<file path="config.mk">
export PLATFORM = sky130hd
export DESIGN_NAME = rs_dec_share_sched
export DESIGN_NICKNAME = d
export VERILOG_FILES = /design/src/rtl/rs_dec_share_sched.sv
export SDC_FILE = /design/constraint.sdc
export NUM_CORES = 1
export LEC_CHECK = 0
export CORE_MARGIN = 1
export CORE_UTILIZATION = 45
export CTS_CLUSTER_DIAMETER = 100
export CTS_CLUSTER_SIZE = 25
export DETAILED_ROUTE_END_ITERATION = 6
export DONT_BUFFER_PORTS = 1
export SYNTH_ARGS = -nofsm -noshare
export SYNTH_HDL_FRONTEND = slang
export SYNTH_SLANG_ARGS = --single-unit
</file>
<file path="constraint.sdc">
create_clock -name clk -period 5.7 [get_ports clk]
set_input_delay 1.14 -clock clk [delete_from_list [all_inputs] [get_ports clk]]
set_output_delay 1.14 -clock clk [all_outputs]
set_load 0.01 [all_outputs]
</file>
<file path="src/rtl/rs_dec_share_sched.sv">
// rs_dec_share_sched: one RS(7,5) GF(2^3) decoder time-shared between
// NUM_REQ codeword requesters through a round-robin arbiter and a two-stage
// valid/ready pipeline.
//
// Optional feature: define RS_DEC_ERR_CNT_EN to build the saturating
// corrected-word counter on err_cnt (cleared by err_clr). Without it err_cnt
// is tied to zero and err_clr is ignored.
//
// Code definition: field polynomial x^3+x+1; codeword c(x) = sum c_i x^i with
// symbol i at bits [3i+2:3i]; roots alpha^0 and alpha^1; symbols 0..1 are
// parity, symbols 2..6 carry the 15-bit message (message = word[20:6]).

// Single-error RS(7,5) decoder, combinational, message symbols only.
module rs_decoder_N7K5 (
  input  logic [20:0] rxWord,
  output logic [14:0] msg,
  output logic [2:0]  errVal
);

  // GF(8) multiply, polynomial basis, reduction by x^3 = x + 1
  function automatic logic [2:0] gfMul(input logic [2:0] a, input logic [2:0] b);
    logic [2:0] p;
    logic [2:0] t;
    p = 3'b000;
    t = a;
    for (int k = 0; k < 3; k++) begin
      if (b[k]) p = p ^ t;
      t = {t[1:0], 1'b0} ^ (t[2] ? 3'b011 : 3'b000);
    end
    return p;
  endfunction

  // alpha^i for the symbol positions
  function automatic logic [2:0] gfExp(input int unsigned i);
    case (i)
      0:       return 3'd1;
      1:       return 3'd2;
      2:       return 3'd4;
      3:       return 3'd3;
      4:       return 3'd6;
      5:       return 3'd7;
      default: return 3'd5;
    endcase
  endfunction

  // discrete log base alpha; log(0) is never used
  function automatic logic [2:0] gfLog(input logic [2:0] v);
    case (v)
      3'd1:    return 3'd0;
      3'd2:    return 3'd1;
      3'd4:    return 3'd2;
      3'd3:    return 3'd3;
      3'd6:    return 3'd4;
      3'd7:    return 3'd5;
      3'd5:    return 3'd6;
      default: return 3'd0;
    endcase
  endfunction

  logic [2:0] syn0;
  logic [2:0] syn1;
  logic [2:0] log0;
  logic [2:0] log1;
  logic [2:0] errLoc;
  logic       fixEn;

  // syndromes, error location and in-place correction of message symbols
  always_comb begin
    syn0   = 3'b000;
    syn1   = 3'b000;
    log0   = 3'b000;
    log1   = 3'b000;
    errLoc = 3'b000;
    fixEn  = 1'b0;
    msg    = rxWord[20:6];
    for (int i = 0; i < 7; i++) begin
      syn0 = syn0 ^ rxWord[i*3 +: 3];
      syn1 = syn1 ^ gfMul(rxWord[i*3 +: 3], gfExp(i));
    end
    if ((syn0 != 3'b000) && (syn1 != 3'b000)) begin
      fixEn = 1'b1;
      log0  = gfLog(syn0);
      log1  = gfLog(syn1);
      // (log1 - log0) mod 7 using 3-bit wraparound
      if (log1 >= log0) errLoc = log1 - log0;
      else              errLoc = log1 - log0 - 3'd1;
    end
    for (int i = 2; i < 7; i++) begin
      if (fixEn && (errLoc == 3'(i))) msg[(i-2)*3 +: 3] = rxWord[i*3 +: 3] ^ syn0;
    end
    errVal = syn0;
  end

endmodule

module rs_dec_share_sched #(
  parameter int unsigned NUM_REQ = 4,
  parameter int unsigned TAG_W   = 2,
  parameter int unsigned CNT_W   = 16
) (
  input  logic                  clk,
  input  logic                  rstN,
  input  logic [NUM_REQ-1:0]    req_valid,
  input  logic [NUM_REQ*21-1:0] req_data,
  output logic [NUM_REQ-1:0]    req_ready,
  output logic                  dec_valid,
  input  logic                  dec_ready,
  output logic [14:0]           dec_data,
  output logic [TAG_W-1:0]      dec_tag,
  output logic                  dec_corr,
  output logic [CNT_W-1:0]      err_cnt,
  input  logic                  err_clr
);

  localparam int unsigned CW_W  = 21;
  localparam int unsigned MSG_W = 15;

  logic [TAG_W-1:0]   rrPtr;
  logic [NUM_REQ-1:0] hiMask;
  logic [NUM_REQ-1:0] pickVec;
  logic [NUM_REQ-1:0] grantOh;
  logic [TAG_W-1:0]   grantIdx;
  logic [CW_W-1:0]    grantData;
  logic               grantAny;
  logic               s1Valid;
  logic [CW_W-1:0]    s1Data;
  logic [TAG_W-1:0]   s1Tag;
  logic               s1Free;
  logic               s2Load;
  logic               accept;
  logic [MSG_W-1:0]   decMsg;
  logic [2:0]         decErr;

  // round-robin pick: lowest requester above rrPtr, else lowest overall
  always_comb begin
    hiMask    = '0;
    grantOh   = '0;
    grantIdx  = '0;
    grantData = '0;
    for (int i = 0; i < NUM_REQ; i++) begin
      hiMask[i] = (TAG_W'(i) > rrPtr);
    end
    pickVec  = (|(req_valid & hiMask)) ? (req_valid & hiMask) : req_valid;
    grantAny = |req_valid;
    for (int i = NUM_REQ - 1; i >= 0; i--) begin
      if (pickVec[i]) begin
        grantOh   = NUM_REQ'(1) << i;
        grantIdx  = TAG_W'(i);
        grantData = req_data[i*CW_W +: CW_W];
      end
    end
  end

  assign s2Load    = s1Valid & (~dec_valid | dec_ready);
  assign s1Free    = ~s1Valid | s2Load;
  assign accept    = grantAny & s1Free;
  // held low during reset so no requester sees a strobe that cannot land
  assign req_ready = rstN ? (grantOh & {NUM_REQ{s1Free}}) : '0;

  // S1 input register and round-robin pointer
  always_ff @(posedge clk or negedge rstN) begin
    if (!rstN) begin
      s1Valid <= 1'b0;
      s1Data  <= '0;
      s1Tag   <= '0;
      rrPtr   <= TAG_W'(NUM_REQ - 1);
    end else if (accept) begin
      s1Valid <= 1'b1;
      s1Data  <= grantData;
      s1Tag   <= grantIdx;
      rrPtr   <= grantIdx;
    end else if (s2Load) begin
      s1Valid <= 1'b0;
    end
  end

  rs_decoder_N7K5 uDec (
    .rxWord (s1Data),
    .msg    (decMsg),
    .errVal (decErr)
  );

  // S2 output register; holds while the consumer stalls
  always_ff @(posedge clk or negedge rstN) begin
    if (!rstN) begin
      dec_valid <= 1'b0;
      dec_data  <= '0;
      dec_tag   <= '0;
      dec_corr  <= 1'b0;
    end else if (s2Load) begin
      dec_valid <= 1'b1;
      dec_data  <= decMsg;
      dec_tag   <= s1Tag;
      dec_corr  <= |decErr;
    end else if (dec_ready) begin
      dec_valid <= 1'b0;
    end
  end

`ifdef RS_DEC_ERR_CNT_EN
  logic [CNT_W-1:0] errCnt;

  // saturating count of corrected words handed to the consumer
  always_ff @(posedge clk or negedge rstN) begin
    if (!rstN) begin
      errCnt <= '0;
    end else if (err_clr) begin
      errCnt <= '0;
    end else if (dec_valid && dec_ready && dec_corr && (errCnt != {CNT_W{1'b1}})) begin
      errCnt <= errCnt + CNT_W'(1);
    end
  end

  assign err_cnt = errCnt;
`else
  logic unusedErrClr;
  assign unusedErrClr = err_clr;
  assign err_cnt      = '0;
`endif

endmodule

</file>
### Word-level counts from Yosys, hierarchy flattened

Index checks and enable logic that the tools add are counted.

* add/sub/neg operators: 2
* magnitude comparators: 5
* equality and inequality tests: 17
* mux-type cells: 40
* bitwise gates (word level): 40
* reductions and logical operators: 13

Operators with widths (number)
* 3-bit XOR: 32
* 21-bit two-way mux: 4
* 3-bit case mux with 6 select lines: 2
* 3-bit equality test (second input constant): 11
* 2-bit two-way mux: 14
* 3-bit two-way mux: 9
* 4-bit two-way mux: 6
* 3-bit by 2-bit equality test with 1-bit output (second input constant): 6
* 4-bit bitwise AND: 2
* 4-bit OR reduction: 2
* 1-bit logical AND: 6
* 3-bit nonzero test: 2
* 1-bit two-way mux: 5
* 1-bit by 2-bit > comparator with 1-bit output (first input constant): 2
* 2-bit > comparator (first input constant): 2
* 2-bit nonzero test: 2
* 3-bit >= comparator: 1
* 3-bit OR reduction: 1
* 3-bit by 1-bit subtractor with 3-bit output (second input constant): 1
* 3-bit subtractor: 1
* 1-bit bitwise AND: 2
* 1-bit NOT: 2
* 1-bit bitwise OR: 2

* register bits after elaboration: 45
* bits of input ports: 92
* output and inout bits: 39
* word-level logic and storage cells: 125

### Logic depth before layout (Yosys ltp)

* word-level depth: 19
* depth in mapped cells: 16
* mapped depth without buffers: 15

### Hierarchy

Synthesis repeated with hierarchy kept, for this count alone.

* cells, all modules: 351
* area total of the unflattened synthesis: 3467.1 um^2

By module, submodules not included
* rs_dec_share_sched: instances 1, cells an instance 243, area each 2472.4 um^2, sequential area each 1128.6 um^2
* rs_decoder_N7K5: instances 1, cells an instance 108, area each 994.7 um^2, sequential area each 0.0 um^2

### Worst setup path before layout

OpenSTA, ideal clock, no wires.

* path kind: in2out
* from: in req_valid[3]
* to: out req_ready[2]
* arrival: 2677 ps
* slack: 1883 ps
* cell stages on the path: 6
* cells stage by stage: clkbuf_1 -> o21ai_0 -> o211ai_1 -> clkbuf_1 -> nand2_1 -> nor3_1

* longest elaborated chain between the ends: 8

Ends and longest elaborated chain
* start: declaration: RTL line 103 `input logic [NUM_REQ-1:0] req_valid,`
* 4-bit bitwise AND (*): RTL line 143 `pickVec = (|(req_valid & hiMask)) ? (req_valid & hiMask) : req_valid;`
* 4-bit OR reduction (*): RTL line 143
* 4-bit two-way mux (*): RTL line 143
* 4-bit two-way mux (2 in a row): RTL line 146 `if (pickVec[i]) begin`
* 4-bit two-way mux (*): RTL line 146
* 4-bit bitwise AND (*): RTL line 158 `assign req_ready = rstN ? (grantOh & {NUM_REQ{s1Free}}) : '0;`
* 4-bit two-way mux (*): RTL line 158
* end: declaration: RTL line 105 `output logic [NUM_REQ-1:0] req_ready,`

Mark *: on every way between the ends. The rest lies on a longest branch, timed or not.

### Worst setup path after layout

* from: reg s1Data[15]
* to: reg dec_data[2]

* longest elaborated chain between the ends: 15
* elaborated cells between the ends (all ways): 36

Ends and longest elaborated chain
* start: declaration: RTL line 126 `logic [CW_W-1:0] s1Data;`
* start signal: assignment: RTL line 169 `s1Data <= grantData;`
* 3-bit XOR: RTL line 28 `t = {t[1:0], 1'b0} ^ (t[2] ? 3'b011 : 3'b000);`
* 3-bit XOR (on tied branches): RTL line 27, 28
* 3-bit XOR: RTL line 27 `if (b[k]) p = p ^ t;`
* 3-bit XOR (2 in a row): RTL line 78 `syn1 = syn1 ^ gfMul(rxWord[i*3 +: 3], gfExp(i));`
* 3-bit equality test / 3-bit by 2-bit equality test with 1-bit output (equally long branches): RTL line 48 `case (v)`
* 3-bit case mux with 6 select lines: RTL line 48
* 3-bit two-way mux: RTL line 80 `if ((syn0 != 3'b000) && (syn1 != 3'b000)) begin`
* 3-bit subtractor: RTL line 85, 86
* 3-bit by 1-bit subtractor with 3-bit output: RTL line 86 `else errLoc = log1 - log0 - 3'd1;`
* 3-bit two-way mux: RTL line 85 `if (log1 >= log0) errLoc = log1 - log0;`
* 3-bit two-way mux: RTL line 80
* 3-bit by 2-bit equality test with 1-bit output: RTL line 89 `if (fixEn && (errLoc == 3'(i))) msg[(i-2)*3 +: 3] = rxWord[i*3 +: 3] ^ syn0;`
* 1-bit logical AND (*): RTL line 89
* 3-bit two-way mux (*): RTL line 89
* end signal: assignment: RTL line 192 `dec_data <= decMsg;`
* end: declaration: RTL line 108 `output logic [14:0] dec_data,`

Mark *: on every way between the ends. The rest lies on a longest branch, timed or not. The select of a mux whose other input is x is not followed.
A chain may end at the register's enable or synchronous reset.

==> results.ini <==
[detailed_routing]
routed_wl_mm = 7.70
ant_nets = 0
wl_per_cell_um = 15.2
via_count = 2871
first_iter_violations = 65
dr.pass1.iters = 4
drc = 0
vias_per_cell = 5.65

[place]
dpl.hpwl_mm = 5.94
place_area_um2 = 3350
gp_routability_congestion = 0.797
portBuffers = 0

[floorplan]
io-pin-count = 131
die_y_um = 88.9
core_area_um2 = 7290
die_area_um2 = 7900
rows = 31
start_util_pct = 46.6
die_w_um = 88.9

[worst_setup_path]
path_cells = xnor2_1, xnor2_1, xnor2_1, xor2_1, a21oi_1, ha_1, fa_1, ha_1, xor2_1, nor3_1, a21oi_1, or4_1, a31oi_1
slowest_stage = xor2_1
reg2reg_depth = 13
worst-path-stages = 13
setup.worst_path.start_class = flop
endpoint_kind = flop
path_common_cell = xnor2_1
cp.required_ps = 5910
worstPathMaxFanout = 12
crit_end = dec_data[2]
r2r-start = s1Data[15]
cp_slowest_stage_delay_ps = 710
cp-startpoint = s1Data[15]
path_class = flop to flop
cp.arrival_ps = 4600
r2r_end = dec_data[2]
path_buf_inv = 0
critPathTopFamily = XOR/XNOR gates
reg2reg_slack_ps = 1310

[clock_network]
cts_root_buf = clkbuf_8
cts_hold_buffers = 0
cts_buffer_depth = 2
clk_latency_ps = 290
clk_pin_slew_ps = 80
cts_tree = yes
clock-sinks = 45
cts_made_buffers = 5
htreeDepth = 2
cts_resized = 0
postCtsSetupRepairBufs = 0

[layout]
final_util_pct = 47.2
layout.nets = 505
drive_above_1_share_pct = 5.62
post-route-cell-area_um2 = 3440
final_common_cell = nand2_1
layout-area-overhead-vs-synth_pct = 1.33
nFillCells = 793
mostFrequentLayoutCells = nand2_1, nor2_1, dfrtp_1
antenna_cells = 0

[global_routing]
antenna_found_initial = 0
grt.total_usage_pct = 20.4
grt_overflow = 0
grt_start_max_net_pins = 48
grt_pass1_wl_mm = 12.4
grt_pass1_vias = 2671

[timing]
tns_ps = 0
period_share_pct = 77.0
period_minus_slack_ps = 4390
worstMarginPinSlew_ps = 983
clock_skew_ps = 4.71
setup_violations = 0
max_slew_margin_pct = 34.5
holdWs_ps = 484
final_max_slew_viol_count = 0
hold_violations = 0
rsz0062_at_grt = no
max_clock_freq_mhz = 228

[synthesis]
yosys_warnings = 0
async_reset_ff_share_pct = 100
netlist.area_leader.share_pct = 31.7
synth-seq-cells = 45
synth_cell_types = 42
synthFlopType = dfrtp_1
syn_area_um2 = 3400
yosysTopAreaCell = dfrtp_1
synth-edff-count = 0
avgSynthCellArea_um2 = 7.90
seq_area_frac_synth_pct = 33.2
synthCells = 430
synthTopCellsByArea = dfrtp_1, xnor2_1, nand2_1

[status]
status = finished clean

[run]
maxCapViolCount = 0

[hold_path]
hold_path_class = flop to flop

## state kept, by name (all words and copies together) (netlist names)
name       cells
dec_corr       1
s1Data        21
s1Valid        1
s1Tag          2
dec_valid      1
rrPtr          2
dec_data      15
dec_tag        2
## metal layers
metal | GRT usage [%] | vias up | wire length (um) | part of all wire [%]
li1 | - | 1448 | - | -
met5 | 0 | - | 0 | 0
met1 | 26.6 | 1306 | 3570 | 46
met3 | 3.14 | 8 | 402 | 5.2
met2 | 35.2 | 109 | 3640 | 47
met4 | 5.28 | 0 | 93 | 1.2
## cells by family (layout without fill, tap and decap cells)
logic type,after synthesis,count (layout),synth area share [%]
AO/OA/AOI/OAI,117,117,22.6
XOR/XNOR,42,42,11.7
adder cells (fa/ha/maj),5,5,2.06
buffers and inverters,50,14,7.58
flip-flops,45,45,33.2
other,1,16,0.110
AND/OR/NAND/NOR,170,170,22.8
## synth_stat cells (2+ instances only)
| cell | number |
|---|---|
| a21o_1 | 2 |
| a21oi_1 | 28 |
| a221o_1 | 3 |
| a311oi_1 | 21 |
| a31oi_1 | 14 |
| and2_1 | 4 |
| buf_4 | 16 |
| clkbuf_1 | 26 |
| dfrtp_1 | 43 |
| dfstp_2 | 2 |
| ha_1 | 4 |
| inv_1 | 5 |
| nand2_1 | 65 |
| nand2b_1 | 3 |
| nand3_1 | 23 |
| nor2_1 | 46 |
| nor3_1 | 7 |
| o21a_1 | 3 |
| o21ai_0 | 28 |
| o31ai_1 | 12 |
| or2_2 | 4 |
| or4_1 | 12 |
| xnor2_1 | 32 |
| xnor2_2 | 4 |
| xor2_1 | 6 |
## worst reg2reg max path, delay by kind of cell, from the launching register on
kind	cells	cell delay, ps
xor+xnor	5	1640
compound gates	3	540
fa+ha+maj	3	1000
simple gates	2	660
flops	1	470
## cell type report
type	count	area, um2	area share, %
multi-input combinational	350	2070	60.1
tap	99	124	3.60
inverter	5	18.8	0.545
timing repair buffer	1	7.51	0.218
sequential	45	1130	32.8
clock inverter	2	13.8	0.400
clock buffer	6	82.6	2.40
## stage by stage
stage                     std cells  setup WS [ps]
final                           508           1310
after detailed placement        500           1320
after floorplan                 445           1880
after global placement          500           1340
after global routing            508            884
after CTS                       508           1260
## how the worst min path moves through the flow
stage,start,endpoint,slack (ps),depth (start not counted)
global placement,s1Tag[1],dec_tag[1],460,2
finish,s1Tag[0],s1Tag[0],480,1
global route,rstN,dec_valid,510,0
detailed placement,s1Tag[0],s1Tag[0],470,1
CTS,s1Tag[0],s1Tag[0],490,1
floorplan,s1Tag[1],dec_tag[1],440,2
Power is not shown: default switching activity piles up to over one toggle a cycle in this logic, so the estimate is an artifact.
